<file path="config.mk">
export PLATFORM = sky130hd
export DESIGN_NAME = regfile_scoreboard_flat
export DESIGN_NICKNAME = d
export VERILOG_FILES = /design/src/rtl/regfile_scoreboard_if.sv /design/src/rtl/regfile_scoreboard.sv /design/src/flat_wrapper.sv
export SDC_FILE = /design/constraint.sdc
export NUM_CORES = 2
export LEC_CHECK = 0
export CAP_MARGIN = 20
export CELL_PAD_IN_SITES_DETAIL_PLACEMENT = 1
export CELL_PAD_IN_SITES_GLOBAL_PLACEMENT = 1
export CORE_MARGIN = 10
export CORE_UTILIZATION = 50
export CTS_CLUSTER_DIAMETER = 200
export DETAILED_ROUTE_END_ITERATION = 10
export GPL_ROUTABILITY_DRIVEN = 0
export GPL_TIMING_DRIVEN = 0
export PLACE_DENSITY = 0.89
export RECOVER_POWER = 50
export SKIP_CTS_REPAIR_TIMING = 1
export SYNTH_ARGS = -nofsm -noshare
export SYNTH_HDL_FRONTEND = slang
export SYNTH_SLANG_ARGS = --single-unit
</file>
<file path="constraint.sdc">
create_clock -name clk -period 4.3 [get_ports clk]
set_clock_uncertainty 0.1 [all_clocks]
set_input_delay 1.29 -clock clk [delete_from_list [all_inputs] [get_ports clk]]
set_output_delay 1.29 -clock clk [all_outputs]
set_load 0.02 [all_outputs]
</file>
<file path="src/rtl/regfile_scoreboard_if.sv">
// Register file / scoreboard bus: write port, two read ports, issue port and flush control.
// The pipeline side drives through master; the register file sits behind slave.
interface regfile_scoreboard_if #(
  parameter int DataWidth  = 32,
  parameter int RegAddress = 5
);
  logic                  write_enable;
  logic [RegAddress-1:0] writedata_add;
  logic [DataWidth-1:0]  write_data;
  logic [RegAddress-1:0] source1;
  logic [RegAddress-1:0] source2;
  logic [DataWidth-1:0]  readdata1;
  logic [DataWidth-1:0]  readdata2;
  logic                  issue_valid;
  logic [RegAddress-1:0] issue_rd;
  logic                  pending1;
  logic                  pending2;
  logic                  pending_rd;
  logic                  clear_req;
  logic                  clear_busy;

  modport master (
    output write_enable, writedata_add, write_data, source1, source2,
           issue_valid, issue_rd, clear_req,
    input  readdata1, readdata2, pending1, pending2, pending_rd, clear_busy
  );

  modport slave (
    input  write_enable, writedata_add, write_data, source1, source2,
           issue_valid, issue_rd, clear_req,
    output readdata1, readdata2, pending1, pending2, pending_rd, clear_busy
  );
endinterface

</file>
<file path="src/rtl/regfile_scoreboard.sv">
// Integer register file with hardwired x0, optional write bypass, per-register
// pending scoreboard and a one-register-per-cycle flush engine.
module regfile_scoreboard #(
  parameter int DataWidth  = 32,
  parameter int RegAddress = 5,
  parameter int NumRegs    = 2**RegAddress,
  parameter int Bypass     = 1
) (
  input  logic                  clk,
  input  logic                  rst,
  regfile_scoreboard_if.slave   bus
);

  localparam int IdxW = RegAddress + 1;
  localparam logic [IdxW-1:0] NumRegsW = IdxW'(NumRegs);
  localparam logic [IdxW-1:0] LastIdx  = IdxW'(NumRegs - 1);
  localparam logic BypassEn = (Bypass != 0);

  typedef enum logic {
    IDLE  = 1'b0,
    CLEAR = 1'b1
  } state_t;

  state_t state_reg, state_next;
  logic [IdxW-1:0] flush_idx_reg, flush_idx_next;
  logic [DataWidth-1:0] regs_reg [NumRegs];
  logic [NumRegs-1:0] pending_reg;

  logic wr_go;
  logic iss_go;
  logic idle;
  logic busy;
  logic [NumRegs-1:0] wr_hit;
  logic [NumRegs-1:0] iss_hit;
  logic [NumRegs-1:0] flush_hit;

  function automatic logic in_range(input logic [RegAddress-1:0] idx);
    return {1'b0, idx} < NumRegsW;
  endfunction

  assign idle = (state_reg == IDLE);
  assign busy = (state_reg == CLEAR);

  // A clear request in IDLE wins over any same-cycle write or issue.
  always_comb begin
    state_next     = state_reg;
    flush_idx_next = flush_idx_reg;
    wr_go          = 1'b0;
    iss_go         = 1'b0;
    case (state_reg)
      IDLE: begin
        if (bus.clear_req) begin
          state_next     = CLEAR;
          flush_idx_next = IdxW'(1);
        end else begin
          wr_go  = bus.write_enable && (bus.writedata_add != '0) && in_range(bus.writedata_add);
          iss_go = bus.issue_valid && (bus.issue_rd != '0) && in_range(bus.issue_rd);
        end
      end
      CLEAR: begin
        flush_idx_next = flush_idx_reg + IdxW'(1);
        if (flush_idx_reg == LastIdx) begin
          state_next = IDLE;
        end
      end
      default: state_next = IDLE;
    endcase
  end

  always_ff @(posedge clk or negedge rst) begin
    if (!rst) begin
      state_reg     <= IDLE;
      flush_idx_reg <= '0;
    end else begin
      state_reg     <= state_next;
      flush_idx_reg <= flush_idx_next;
    end
  end

  genvar gi;
  generate
    for (gi = 0; gi < NumRegs; gi++) begin : g_decode
      if (gi == 0) begin : g_zero
        assign wr_hit[gi]    = 1'b0;
        assign iss_hit[gi]   = 1'b0;
        assign flush_hit[gi] = 1'b0;
      end else begin : g_reg
        assign wr_hit[gi]    = wr_go && (bus.writedata_add == RegAddress'(gi));
        assign iss_hit[gi]   = iss_go && (bus.issue_rd == RegAddress'(gi));
        assign flush_hit[gi] = busy && (flush_idx_reg == IdxW'(gi));
      end
    end
  endgenerate

  // Issue beats write on the same register: the newer producer stays outstanding.
  always_ff @(posedge clk or negedge rst) begin
    if (!rst) begin
      for (int i = 0; i < NumRegs; i++) begin
        regs_reg[i] <= '0;
      end
      pending_reg <= '0;
    end else begin
      for (int i = 0; i < NumRegs; i++) begin
        if (flush_hit[i]) begin
          regs_reg[i]    <= '0;
          pending_reg[i] <= 1'b0;
        end else begin
          if (wr_hit[i]) begin
            regs_reg[i] <= bus.write_data;
          end
          if (iss_hit[i]) begin
            pending_reg[i] <= 1'b1;
          end else if (wr_hit[i]) begin
            pending_reg[i] <= 1'b0;
          end
        end
      end
    end
  end

  logic [RegAddress-1:0] src [2];
  logic [DataWidth-1:0]  rdata [2];
  logic [1:0]            pend_out;

  assign src[0] = bus.source1;
  assign src[1] = bus.source2;

  generate
    for (gi = 0; gi < 2; gi++) begin : g_read
      logic byp;
      logic [DataWidth-1:0] raw;
      logic praw;

      assign byp = BypassEn && rst && idle && bus.write_enable &&
                   (bus.writedata_add == src[gi]) && (src[gi] != '0) && in_range(src[gi]);
      assign raw  = in_range(src[gi]) ? regs_reg[src[gi]] : '0;
      assign praw = in_range(src[gi]) && pending_reg[src[gi]];

      assign rdata[gi]    = !rst ? '0 : (byp ? bus.write_data : raw);
      assign pend_out[gi] = !rst ? 1'b0 : (busy ? 1'b1 : (praw && !byp));
    end
  endgenerate

  assign bus.readdata1  = rdata[0];
  assign bus.readdata2  = rdata[1];
  assign bus.pending1   = pend_out[0];
  assign bus.pending2   = pend_out[1];
  assign bus.pending_rd = !rst ? 1'b0 :
                          (busy ? 1'b1 : (in_range(bus.issue_rd) && pending_reg[bus.issue_rd]));
  assign bus.clear_busy = busy;

endmodule

</file>
<file path="src/flat_wrapper.sv">
// flat-port wrapper written by rule: the top's interface ports become plain ports
module regfile_scoreboard_flat 
#(
  parameter int DataWidth  = 32,
  parameter int RegAddress = 5,
  parameter int NumRegs    = 2**RegAddress,
  parameter int Bypass     = 1
)
  (clk, rst, bus_write_enable, bus_writedata_add, bus_write_data, bus_source1, bus_source2, bus_issue_valid, bus_issue_rd, bus_clear_req, bus_readdata1, bus_readdata2, bus_pending1, bus_pending2, bus_pending_rd, bus_clear_busy);
  regfile_scoreboard_if #(.DataWidth(DataWidth), .RegAddress(RegAddress)) bus_i ();
  input  logic clk;
  input  logic rst;
  input wire logic [$bits(bus_i.write_enable)-1:0] bus_write_enable;
  input wire logic [$bits(bus_i.writedata_add)-1:0] bus_writedata_add;
  input wire logic [$bits(bus_i.write_data)-1:0] bus_write_data;
  input wire logic [$bits(bus_i.source1)-1:0] bus_source1;
  input wire logic [$bits(bus_i.source2)-1:0] bus_source2;
  input wire logic [$bits(bus_i.issue_valid)-1:0] bus_issue_valid;
  input wire logic [$bits(bus_i.issue_rd)-1:0] bus_issue_rd;
  input wire logic [$bits(bus_i.clear_req)-1:0] bus_clear_req;
  output wire logic [$bits(bus_i.readdata1)-1:0] bus_readdata1;
  output wire logic [$bits(bus_i.readdata2)-1:0] bus_readdata2;
  output wire logic [$bits(bus_i.pending1)-1:0] bus_pending1;
  output wire logic [$bits(bus_i.pending2)-1:0] bus_pending2;
  output wire logic [$bits(bus_i.pending_rd)-1:0] bus_pending_rd;
  output wire logic [$bits(bus_i.clear_busy)-1:0] bus_clear_busy;
  assign bus_i.write_enable = bus_write_enable;
  assign bus_i.writedata_add = bus_writedata_add;
  assign bus_i.write_data = bus_write_data;
  assign bus_i.source1 = bus_source1;
  assign bus_i.source2 = bus_source2;
  assign bus_i.issue_valid = bus_issue_valid;
  assign bus_i.issue_rd = bus_issue_rd;
  assign bus_i.clear_req = bus_clear_req;
  assign bus_readdata1 = bus_i.readdata1;
  assign bus_readdata2 = bus_i.readdata2;
  assign bus_pending1 = bus_i.pending1;
  assign bus_pending2 = bus_i.pending2;
  assign bus_pending_rd = bus_i.pending_rd;
  assign bus_clear_busy = bus_i.clear_busy;
  regfile_scoreboard #(.DataWidth(DataWidth), .RegAddress(RegAddress), .NumRegs(NumRegs), .Bypass(Bypass)) u_core (.clk(clk), .rst(rst), .bus(bus_i));
endmodule
</file>
==> results of run 1 <==
-- metrics by stage --
| stage | instances | hold slack [ns] |
|---|---|---|
| 4_1_cts | 7714 | 0.370 |
| 3_5_place_dp | 7516 | 0.406 |
| 3_3_place_gp | 7499 | 0.395 |
| 2_1_floorplan | 5881 | 0.377 |
-- routing by layer --
layer,global-route usage,GRT overflow
met1,0.654,0
met2,0.819,1
met4,0.663,2
met5,0.544,0
met3,0.686,1
-- cells in the mapped netlist (all sizes together), types with 36 or more instances --
master  instances  area share
a21oi         836       0.073
a221oi         48      0.0074
a22o          231       0.035
a22oi         156       0.020
a31oi          42      0.0047
buf           216       0.020
clkbuf        394       0.026
dfrtp        1030        0.45
mux2          169       0.033
mux2i          55      0.0096
mux4          399        0.16
nand2        1717        0.11
nor2          148      0.0097
nor2b          36      0.0039
nor3           76      0.0072
o21ai         101      0.0088
o22ai          52      0.0056
-- logic make-up after synthesis --
group / count (synthesis) / share of synthesized area
DFF: 1030 / 0.447
buffers and inverters: 623 / 0.0464
AOI/OAI and AO/OA: 1504 / 0.160
and+or+nand+nor: 2089 / 0.145
muxes: 623 / 0.199
xor gates and xnor gates: 8 / 0.00122
adders and majority gates: 4 / 0.000869
==> impl_summary.log, run 1 <==
INFO  metric buffer_ports.inserted = 106
INFO  metric synthesis.area_per_instance = 9.80 µm²
INFO  metric pin_count_of_the_biggest_net_entering_global_routing = 167
INFO  metric grt-ovfl-total = 4
INFO  metric register_area_share_after_synthesis = 0.447
INFO  metric cts-buffers-inserted = 112
INFO  metric error = [ERROR GRT-0232] Routing congestion too high. Check the congestion heatmap in the GUI.
INFO  metric dpl.hpwl = 226000 µm
INFO  metric ys_warn_count = 0
INFO  metric syn-instance-count = 5881
INFO  metric synth.ff_latch_count = 1030
INFO  metric die_span_in_y = 359 µm
INFO  metric synth_enable_flop_cells = 0
INFO  metric synth.lib_cells_used.distinct = 56
INFO  metric cts.sinks = 1030
INFO  metric synth_async_sr_flop_share = 1.00
INFO  metric rows = 124
INFO  metric synth.cell_area = 57600 µm²
INFO  metric cts.path.max_buffers = 3
INFO  metric run_status = aborted with a tool error
INFO  metric synth_nets = 5942
INFO  metric dp_slack = -3.15 ns
INFO  metric cts_root_buf = clkbuf_16
INFO  metric track_usage = 0.707
INFO  metric io-pin-count = 125
INFO  metric failed_stage = global routing
INFO  metric die_width = 359 µm
INFO  metric placed_cell_area = 61000 µm²
INFO  metric htree_num_levels = 3
INFO  metric synth_flop_cell = dfrtp_1
INFO  metric floorplan.initialDensity = 0.504
==> inputs of run 2 (changes only) <==
--- a/config.mk
+++ b/config.mk
@@ -6,15 +6,12 @@
 export NUM_CORES = 2
 export LEC_CHECK = 0
 export CAP_MARGIN = 20
-export CELL_PAD_IN_SITES_DETAIL_PLACEMENT = 1
-export CELL_PAD_IN_SITES_GLOBAL_PLACEMENT = 1
 export CORE_MARGIN = 10
-export CORE_UTILIZATION = 50
-export CTS_CLUSTER_DIAMETER = 200
+export CORE_UTILIZATION = 35
 export DETAILED_ROUTE_END_ITERATION = 10
 export GPL_ROUTABILITY_DRIVEN = 0
 export GPL_TIMING_DRIVEN = 0
-export PLACE_DENSITY = 0.89
+export PLACE_DENSITY_LB_ADDON = 0.15
 export RECOVER_POWER = 50
 export SKIP_CTS_REPAIR_TIMING = 1
 export SYNTH_ARGS = -nofsm -noshare
==> run 2 against run 1 <==
  * The flow now finishes, with violations (capacitance limit, slew limit, setup timing)
  * Synthesized area is the same
  * Synthesized cell count unchanged
==> impl_summary.log, run 2 <==
INFO  metric synth_top_area_cell = dfrtp_1
INFO  metric die_width = 426 µm
INFO  metric tightestPinTransition = 2.40 ns
INFO  metric grt_setup_unrepaired = yes
INFO  metric synth_flop_cell = dfrtp_1
INFO  metric comb_power_share = 0.169
INFO  metric internal_power_summed_over_all_cells = 0.0179 W
INFO  metric period_share = 1.17
INFO  metric failing_checks = capacitance limit, slew limit, setup timing
INFO  metric final_antenna_net_count = 0
INFO  metric coreArea = 163000 µm²
INFO  metric detail_route.wirelength = 318000 µm
INFO  metric antenna_found_initial = 19
INFO  metric post_drt_via_cell_ratio = 6.54
INFO  metric drt_iter0_markers = 9169
INFO  metric placed_cell_area = 62000 µm²
INFO  metric ys_top_cells_by_area = dfrtp_1 45%, mux4_2 16%, nand2_1 11%, a21oi_1 7.3%, a22o_1 3.5%
INFO  metric final_area = 71900 µm²
INFO  metric dr_total_vias = 56.0k
INFO  metric synth_nets = 5942
INFO  metric synth.ff_latch_count = 1030
INFO  metric worst-endpoint-required = 2.91 ns
INFO  metric timing.fmax = 0.198 GHz
INFO  metric worstRegToRegCells = 7
INFO  metric pin_count_of_the_biggest_net_entering_global_routing = 167
INFO  metric cts.reportedPaths.clkPinSlew = 0.06 ns
INFO  metric r2r-start = u_core.bus.clear_busy
INFO  metric io-pin-count = 125
INFO  metric finalHoldViolCount = 0
INFO  metric critPathLaunchType = input pin
INFO  metric cts-buffers-inserted = 130
INFO  metric count_of_nets_after_finishing = 6324
INFO  metric grt_first_pass_wirelength = 416000 µm
INFO  metric r2r_end = u_core.regs_reg[514]
INFO  metric timing.critical_path.to_type = output pin
INFO  metric critical_path_start_end_classification = input pin to output pin
INFO  metric ys_warn_count = 0
INFO  metric layout.filler_cells = 15.6k
INFO  metric wl_per_cell = 37.2 µm
INFO  metric cellLeakagePower = 29.3 nW
INFO  metric synthesis.area_per_instance = 9.80 µm²
INFO  metric clk_latency = 0.81 ns
INFO  metric tritoncts = built
INFO  metric number_of_global_route_vias_before_repair = 51.0k
INFO  metric fin_setup_tns = -31.18 ns
INFO  metric syn2layout_area_growth = 24.8%
INFO  metric final.min_clock_period = 5.05 ns
INFO  metric synth.top_cell.area_share = 0.447
INFO  metric dpl.hpwl = 229000 µm
INFO  metric dieArea = 181000 µm²
INFO  metric run_status = finished, violations left
INFO  metric drc = 0
INFO  metric pwr_density_cell = 359 nW/µm²
INFO  metric post_route_cells_drive_above_1_share = 0.260
INFO  metric synth_enable_flop_cells = 0
INFO  metric path_type_of_the_worst_min_delay_path = input pin to async pin
INFO  metric ys_top_cells_by_count = 1716 x nand2_1, 1030 x dfrtp_1, 836 x a21oi_1
INFO  metric swShare = 0.307
INFO  metric cts_root_buf = clkbuf_16
INFO  metric maximum_ir_drop_on_the_vdd_rail = 0.472 mV
INFO  metric final_setup_vio_count = 77
INFO  metric dp_slack = -3.20 ns
INFO  metric htree_num_levels = 4
INFO  metric timing.final.max_slew_violations = 589
INFO  metric p_clk_frac = 0.430
INFO  metric register_area_share_after_synthesis = 0.447
INFO  metric arrival = 3.66 ns
INFO  metric most_common_library_cell_in_the_layout_ignoring_fill_and_taps = nand2_1
INFO  metric flip_flop_count_of_the_largest_register_all_copies_and_words_added = 992
INFO  metric grt-ovfl-total = 0
INFO  metric power.share.sequential = 0.401
INFO  metric p_switching = 0.00791 W
INFO  metric r2r_setup_slack = 0.60 ns
INFO  metric track_usage = 0.326
INFO  metric timing.max_slew.rel_slack = -0.603
INFO  metric synth_async_sr_flop_share = 1.00
INFO  metric commonest_non_fill_non_tap_cells_in_the_layout = 1690 x nand2_1, 1030 x dfrtp_1, 818 x a21oi_1, 399 x mux4_2, 345 x clkbuf_1
INFO  metric detail_route.first_pass.iterations = 8
INFO  metric cts.sinks = 1030
INFO  metric syn-instance-count = 5881
INFO  metric maxcap_violations = 9
INFO  metric post-synth-top-count-cell = nand2_1
INFO  metric die_span_in_y = 426 µm
INFO  metric cts.path.max_buffers = 3
INFO  metric critical_path_peak_fanout = 11
INFO  metric floorplan.initialDensity = 0.353
INFO  metric synth.cell_area = 57600 µm²
INFO  metric post-route-worst-setup-slack = -0.748 ns
INFO  metric rows = 148
INFO  metric buffer_ports.inserted = 106
INFO  metric synth.lib_cells_used.distinct = 56
-- run 2: per-stage QoR --
step / util / hold WS [ns] / total power [W] / instances
after global placement: 0.377 / 0.395 / 0.0140 / 8162
after detailed placement: 0.380 / 0.398 / 0.0141 / 8193
after CTS: 0.406 / 0.418 / 0.0250 / 8420
final: 0.441 / 0.399 / 0.0258 / 8551
after floorplan: - / 0.377 / 0.0122 / 5881
after global routing: 0.440 / 0.435 / 0.0262 / 8537
-- run 2: worst max path at each step --
stage	slack [ns]	end	startpoint	cells after the start
after global routing	-0.61	bus_readdata1[17]	bus_source1[1]	7
final	-0.75	bus_readdata1[17]	bus_source1[3]	8
after CTS	-3.20	bus_readdata1[21]	bus_source1[4]	8
after detailed placement	-3.20	bus_readdata1[21]	bus_source1[4]	8
after global placement	-48.83	u_core.regs_reg[138]	rst	1
after floorplan	-0.03	bus_readdata1[16]	bus_source1[0]	8
-- run 2: worst max-delay path, cell delays in order --
cell,delay [ns]
buf_4,0.21
buf_12,0.19
buf_8,0.20
mux4_2,0.33
a22oi_2,0.65
and3_4,0.38
a31oi_4,0.17
buf_6,0.19
-- run 2: layout make-up --
| class | count | area (µm²) | share of cell area |
|---|---|---|---|
| Multi-Input combinational cell | 4228 | 31700 | 0.442 |
| Sequential cell | 1030 | 25800 | 0.359 |
| Buffer | 601 | 4420 | 0.0615 |
| Clock buffer | 197 | 3890 | 0.0542 |
| Timing Repair Buffer | 259 | 2960 | 0.0412 |
| Tap cell | 2175 | 2720 | 0.0379 |
| Clock inverter | 30 | 274 | 0.00381 |
| Inverter | 13 | 52.6 | 0.000731 |
| Antenna cell | 18 | 45.0 | 0.000627 |
-- run 2: layer usage --
metal	vias to the layer above	wire, µm	GRT usage
met5	-	260	0.00450
met4	16	31200	0.261
met2	4459	129000	0.448
met3	1138	40800	0.103
met1	28500	116000	0.418
li1	21900	-	-
-- run 2: power by group through the flow --
stage / combinational, W / clock [W] / sequential, W
6_report: 0.00436 / 0.0111 / 0.0103
5_1_grt: 0.00440 / 0.0115 / 0.0104
4_1_cts: 0.00358 / 0.0111 / 0.0103
3_5_place_dp: 0.00357 / 0 / 0.0105
3_3_place_gp: 0.00348 / 0 / 0.0105
2_1_floorplan: 0.00184 / 0 / 0.0104
-- run 2: cells by family (layout without fill, tap and decap cells) --
family | Yosys count | count (layout) | synth area share
other cells | 0 | 18 | 0
xor+xnor | 8 | 8 | 0.00122
buf+inv | 623 | 1100 | 0.0464
fa+ha+maj | 4 | 4 | 0.000869
mux | 623 | 623 | 0.199
simple gates | 2089 | 2089 | 0.145
compound gates | 1504 | 1504 | 0.160
flops | 1030 | 1030 | 0.447
Note: power is estimated with default switching activity, not from simulation.
